===== config.mk =====
export PLATFORM = sky130hd
export DESIGN_NAME = hazard_ctrl
export DESIGN_NICKNAME = d
export VERILOG_FILES = /design/src/rtl/hazard_ctrl.sv
export SDC_FILE = /design/constraint.sdc
export NUM_CORES = 1
export LEC_CHECK = 0
export ABC_AREA = 0
export CAP_MARGIN = 20
export CORE_MARGIN = 1
export CORE_UTILIZATION = 44
export DETAILED_ROUTE_END_ITERATION = 7
export HOLD_SLACK_MARGIN = 0.1
export PLACE_DENSITY = 0.82
export SLEW_MARGIN = 10
export SYNTH_ARGS = -nofsm -noshare
export SYNTH_HDL_FRONTEND = slang
export SYNTH_SLANG_ARGS = --single-unit

===== constraint.sdc =====
create_clock -name clk -period 2.4 [get_ports clk]
set_input_delay 0.48 -clock clk [delete_from_list [all_inputs] [get_ports clk]]
set_output_delay 0.48 -clock clk [all_outputs]
set_load 0.02 [all_outputs]

===== src/rtl/hazard_ctrl.sv =====
// Pipeline sequencing controller: load-use stalls, jump flushes, halt drain,
// EX operand forwarding selects and saturating stall/flush event counters.
module hazard_ctrl #(
    parameter int FLUSH_CYCLES = 1,
    parameter int DRAIN_CYCLES = 3,
    parameter int CNT_W        = 16
) (
    input  logic             clk,
    input  logic             rst_n,
    input  logic [4:0]       id_rs1,
    input  logic [4:0]       id_rs2,
    input  logic             id_use_rs1,
    input  logic             id_use_rs2,
    input  logic             id_halt,
    input  logic [4:0]       ex_rs1,
    input  logic [4:0]       ex_rs2,
    input  logic [4:0]       ex_rd,
    input  logic             ex_wrenable,
    input  logic             ex_load,
    input  logic             ex_jump,
    input  logic [4:0]       mem_rd,
    input  logic             mem_wrenable,
    input  logic [4:0]       wb_rd,
    input  logic             wb_wrenable,
    output logic             pc_stall,
    output logic             ifid_stall,
    output logic             idex_bubble,
    output logic             flush,
    output logic [1:0]       fwd_a,
    output logic [1:0]       fwd_b,
    output logic             halted,
    output logic [CNT_W-1:0] stall_count,
    output logic [CNT_W-1:0] flush_count
);

    typedef enum logic [1:0] {
        RUN    = 2'd0,
        FLUSH  = 2'd1,
        DRAIN  = 2'd2,
        HALTED = 2'd3
    } state_t;

    // Remaining counts exclude the cycle that triggered the sequence.
    localparam logic [2:0]       FLUSH_REM = 3'(FLUSH_CYCLES - 1);
    localparam logic [2:0]       DRAIN_REM = 3'(DRAIN_CYCLES - 1);
    localparam logic [CNT_W-1:0] CNT_MAX   = {CNT_W{1'b1}};

    state_t           state_reg, state_next;
    logic [2:0]       rem_reg, rem_next;
    logic [CNT_W-1:0] stall_cnt_reg, flush_cnt_reg;

    logic             pc_stall_c, ifid_stall_c, idex_bubble_c, flush_c, halted_c;
    logic             stall_inc, flush_inc;
    logic             load_use;

    // Forwarding: MEM beats WB, x0 never forwards.
    logic [4:0] ex_src  [2];
    logic [1:0] fwd_sel [2];

    assign ex_src[0] = ex_rs1;
    assign ex_src[1] = ex_rs2;

    generate
        for (genvar gi = 0; gi < 2; gi++) begin : g_fwd
            logic mem_hit, wb_hit;
            assign mem_hit     = mem_wrenable && (mem_rd != 5'd0) && (mem_rd == ex_src[gi]);
            assign wb_hit      = wb_wrenable  && (wb_rd  != 5'd0) && (wb_rd  == ex_src[gi]);
            assign fwd_sel[gi] = mem_hit ? 2'b01 : (wb_hit ? 2'b10 : 2'b00);
        end
    endgenerate

    assign load_use = ex_load && ex_wrenable && (ex_rd != 5'd0) &&
                      ((id_use_rs1 && (id_rs1 == ex_rd)) ||
                       (id_use_rs2 && (id_rs2 == ex_rd)));

    always_comb begin
        state_next    = state_reg;
        rem_next      = rem_reg;
        pc_stall_c    = 1'b0;
        ifid_stall_c  = 1'b0;
        idex_bubble_c = 1'b0;
        flush_c       = 1'b0;
        halted_c      = 1'b0;
        stall_inc     = 1'b0;
        flush_inc     = 1'b0;
        case (state_reg)
            RUN: begin
                if (ex_jump) begin
                    flush_c   = 1'b1;
                    flush_inc = 1'b1;
                    rem_next  = FLUSH_REM;
                    state_next = (FLUSH_CYCLES == 1) ? RUN : FLUSH;
                end else if (load_use) begin
                    pc_stall_c    = 1'b1;
                    ifid_stall_c  = 1'b1;
                    idex_bubble_c = 1'b1;
                    stall_inc     = 1'b1;
                end else if (id_halt) begin
                    pc_stall_c = 1'b1;
                    flush_c    = 1'b1;
                    rem_next   = DRAIN_REM;
                    state_next = (DRAIN_CYCLES == 1) ? HALTED : DRAIN;
                end
            end
            FLUSH: begin
                flush_c = 1'b1;
                if (ex_jump) begin
                    flush_inc = 1'b1;
                    rem_next  = FLUSH_REM;
                end else if (rem_reg <= 3'd1) begin
                    rem_next   = 3'd0;
                    state_next = RUN;
                end else begin
                    rem_next = rem_reg - 3'd1;
                end
            end
            DRAIN: begin
                // Older instructions already committed, so a jump here is moot.
                pc_stall_c = 1'b1;
                flush_c    = 1'b1;
                if (rem_reg <= 3'd1) begin
                    rem_next   = 3'd0;
                    state_next = HALTED;
                end else begin
                    rem_next = rem_reg - 3'd1;
                end
            end
            HALTED: begin
                halted_c     = 1'b1;
                pc_stall_c   = 1'b1;
                ifid_stall_c = 1'b1;
            end
            default: state_next = RUN;
        endcase
    end

    always_ff @(posedge clk or negedge rst_n) begin
        if (!rst_n) begin
            state_reg     <= RUN;
            rem_reg       <= 3'd0;
            stall_cnt_reg <= '0;
            flush_cnt_reg <= '0;
        end else begin
            state_reg <= state_next;
            rem_reg   <= rem_next;
            if (stall_inc && (stall_cnt_reg != CNT_MAX))
                stall_cnt_reg <= stall_cnt_reg + 1'b1;
            if (flush_inc && (flush_cnt_reg != CNT_MAX))
                flush_cnt_reg <= flush_cnt_reg + 1'b1;
        end
    end

    // Combinational outputs are forced quiet while reset is held.
    assign pc_stall    = rst_n & pc_stall_c;
    assign ifid_stall  = rst_n & ifid_stall_c;
    assign idex_bubble = rst_n & idex_bubble_c;
    assign flush       = rst_n & flush_c;
    assign halted      = rst_n & halted_c;
    assign fwd_a       = rst_n ? fwd_sel[0] : 2'b00;
    assign fwd_b       = rst_n ? fwd_sel[1] : 2'b00;
    assign stall_count = stall_cnt_reg;
    assign flush_count = flush_cnt_reg;

endmodule

==> metrics.cfg <==
[detailed_routing]
drt_iter0_markers=75
drcViolationCount=0
wl_per_cell_um=15.4
antenna_left=0
firstDrtPassIters=4
viasPerCell=5.17
vias=2203
wl_um=6570

[die]
pin_count=86
die_h_um=73.9
die-area_sq_um=5460
num_rows=25
start_util_pct=46.9
die_w_um=73.9
core_sq_um=4850

[place]
place_area_sq_um=3520
dp_slack_ns=-0.884
dp_hpwl_um=4850
place_congestion=0.838
port_buffers=85

[sta]
worst_slew_pin_slew_ns=0.350
report.final.slew_viol_count=0
layout_min_cycle_time_ns=2.48
timing.final.hold_violations=0
finClkSkew_ns=0.00896
fin_crit_sh_pct=103
setup_viol=4
rsz0062_at_grt=true
fmax_mhz=404
setup_ws_ns=-0.0778
slew_headroom_pct=76.7

[global_route]
overflow=0
antenna_found_initial=0
grt_max_degree=29
grt_pass1_wl_um=10600
grt_pass1_vias=2265
track_usage_pct=25.6

[min_path]
min_path_type=input pin to async pin

[final_layout]
final.fill_count=333
utilization_pct=76.9
final-seq-area_sq_um=926
area_growth_pct=63.8
design_area_sq_um=3730
final_layout_size_suffix_gt1_share_pct=27.6
layout.nets=411
antenna_cells=0
multi_input_area_sq_um=1490

[critical_path]
slowest_stage=clkdlybuf4s15_2
timing.critical_path.from_type=input pin
crit_chain=buf_2 -> buf_4 -> xnor2_1 -> nand4_1 -> o22ai_2 -> buf_6 -> nand2_4 -> nor3_1 -> clkdlybuf4s15_2
crit_type=input pin to output port
critical-path-max-stage-delay_ns=0.31
reg2reg_to=state_reg[0]
cp-end-kind=output port
cpLargestDelayFamily=buffers and inverters
required_ns=1.92
critical_path_buf_inv_count=4
rrSetupSlack_ns=0.37
ff2ff_path_depth=8
critPathArrivalTime_ns=2.00
path_max_fanout=2
r2r_start=state_reg[0]

[yosys]
synth.net_count=280
synth_xor_area_share_pct=22.3
synth-compound-area-share_pct=4.84
synth_top_family_by_area=simple AND/OR/NAND/NOR gates
syn_area_sq_um=2280
syn_inst=227
yosysUniqueCellTypes=35
synth-seq-area-share_pct=40.7
synth_fa_ha_area_share_pct=4.40
ys_warn_count=0
syn_area_per_cell_sq_um=10.0
synth-simple-area-share_pct=22.4
synth-seq-cells=37
muxShareOfSynthArea_pct=4.07

[power_and_ir_drop]
power.leakage_nw=1.70
power.density_nw_per_um2=679
vdd_drop_max_mv=0.401

[run]
maxCapViolations=0

[clock_tree]
clk-insertion-delay-late_ns=0.29
cts_buffers=5
tritoncts=yes
h-tree-depth=2
cts.sinks=37
path_clk_slew_ns=0.08
clockBufferDepth=2
clock-root-buffer=clkbuf_8
postCtsHoldBufs=0

[outcome]
status=complete, but fails checks
violations=setup timing

[worst max-delay path by stage]
| stage | from | to | cells after the start |
|---|---|---|---|
| floorplan | ex_rd[0] | flush | 5 |
| detailed placement | ex_rd[0] | flush | 7 |
| global route | ex_rd[1] | pc_stall | 9 |
| finish | ex_rd[1] | idex_bubble | 9 |
| global placement | ex_rd[0] | flush | 7 |
| CTS | ex_rd[2] | flush | 7 |
[metrics by stage]
step                      setup TNS (ns)  hold slack [ns]  total power (W)  cells
after detailed placement           -8.91            0.448          0.00195    417
final                             -0.158            0.130          0.00253    426
after global routing              -0.359            0.144          0.00268    426
after CTS                         -0.118            0.134          0.00250    426
after floorplan                        0            0.184          0.00142    227
after global placement             -8.27            0.446          0.00193    417
[routing by layer]
metal | track usage, % | part of all wire (%) | vias to the layer above
li1 | - | - | 1064
met1 | 30.3 | 41 | 1072
met2 | 45.6 | 54 | 50
met3 | 5.21 | 3.0 | 17
met4 | 9.19 | 2.1 | 0
met5 | 0 | 0 | -
[report_power, final]
part	internal, W	switching [W]
registers	0.000718	0.0000935
logic	0.000624	0.000558
clock network	0.000312	0.000226
total	0.00165	0.000878
[synth_stat cells]
library cell / number / area (sq um)
a2111oi_0: 1 / 8.76
o211ai_1: 2 / 15.0
and3_1: 13 / 81.3
and3_4: 1 / 11.3
a21oi_1: 3 / 15.0
mux2_2: 6 / 67.6
o22ai_1: 2 / 12.5
o2bb2ai_1: 1 / 8.76
a2bb2oi_1: 1 / 8.76
nand2_1: 15 / 56.3
or4_4: 1 / 11.3
mux2_4: 1 / 15.0
o21ai_0: 2 / 10.0
nand4_1: 11 / 68.8
a211oi_1: 1 / 7.51
nand3_1: 12 / 60.1
clkbuf_1: 2 / 7.51
o21bai_1: 1 / 7.51
nand2b_1: 3 / 18.8
xnor2_1: 39 / 342
nor4_1: 4 / 25.0
mux2i_1: 1 / 10.0
o311a_1: 1 / 10.0
inv_1: 6 / 22.5
nor2b_1: 2 / 12.5
nor3_1: 5 / 25.0
and4_1: 2 / 17.5
dfrtp_1: 37 / 926
or4_1: 4 / 30.0
ha_1: 8 / 100
or3_1: 4 / 25.0
and2_1: 4 / 25.0
xor2_1: 19 / 166
a31oi_1: 1 / 6.26
nor2_1: 11 / 41.3
[placed cells by master (no fill, tap or decap), types with 2 or more instances in the layout]
| master | synthesis | layout |
|---|---|---|
| clkdlybuf4s50_1 | 0 | 44 |
| buf_4 | 0 | 41 |
| dfrtp_1 | 37 | 37 |
| xnor2_1 | 39 | 36 |
| xor2_1 | 19 | 18 |
| dlygate4sd2_1 | 0 | 14 |
| nand2_1 | 15 | 13 |
| and3_1 | 13 | 13 |
| nand3_1 | 12 | 12 |
| nand4_1 | 11 | 11 |
| nor2_1 | 11 | 10 |
| ha_1 | 8 | 8 |
| inv_1 | 6 | 6 |
| mux2_2 | 6 | 6 |
| clkbuf_2 | 0 | 6 |
| clkdlybuf4s15_1 | 0 | 6 |
| buf_2 | 0 | 6 |
| buf_6 | 0 | 6 |
| clkbuf_8 | 0 | 5 |
| or4_4 | 1 | 4 |
| and2_1 | 4 | 4 |
| nor3_1 | 5 | 4 |
| nor4_4 | 0 | 3 |
| a21oi_1 | 3 | 3 |
| xnor2_2 | 0 | 3 |
| nand2b_1 | 3 | 3 |
| or3_1 | 4 | 3 |
| clkdlybuf4s15_2 | 0 | 3 |
| nor2b_1 | 2 | 2 |
| o211ai_1 | 2 | 2 |
| and4_1 | 2 | 2 |
[cell type report]
class	instances	share of cell area, %
sequential	37	24.8
multi-input combinational	182	40.0
inverter	6	0.604
timing repair buffer	126	29.3
clock inverter	2	1.04
clock buffer	6	1.95
tap	67	2.25
[worst register-to-register path, stage by stage, from the launching register on]
cell and delay (ns):
dfrtp_1 0.35, inv_1 0.06, buf_4 0.12, ha_1 0.22
buf_4 0.16, a21oi_1 0.12, nor2_1 0.06, or4_4 0.52
mux2_4 0.30
[kinds of logic (layout without fill, tap and decap cells)]
group                      after synthesis  in the layout
adders and majority gates                8              8
and+or+nand+nor                         92             92
muxes                                    8              8
buffers and inverters                    8            140
AOI/OAI and AO/OA                       16             16
DFF                                     37             37
xor gates and xnor gates                58             58
[timing repair]
item                       4_1_cts  5_1_grt
gates resized for setup        110       30
setup endpoints to repair       13       10
pin swaps                       21       15
buffers inserted                 2        1
No activity file was read; power rests on OpenSTA's default activity.
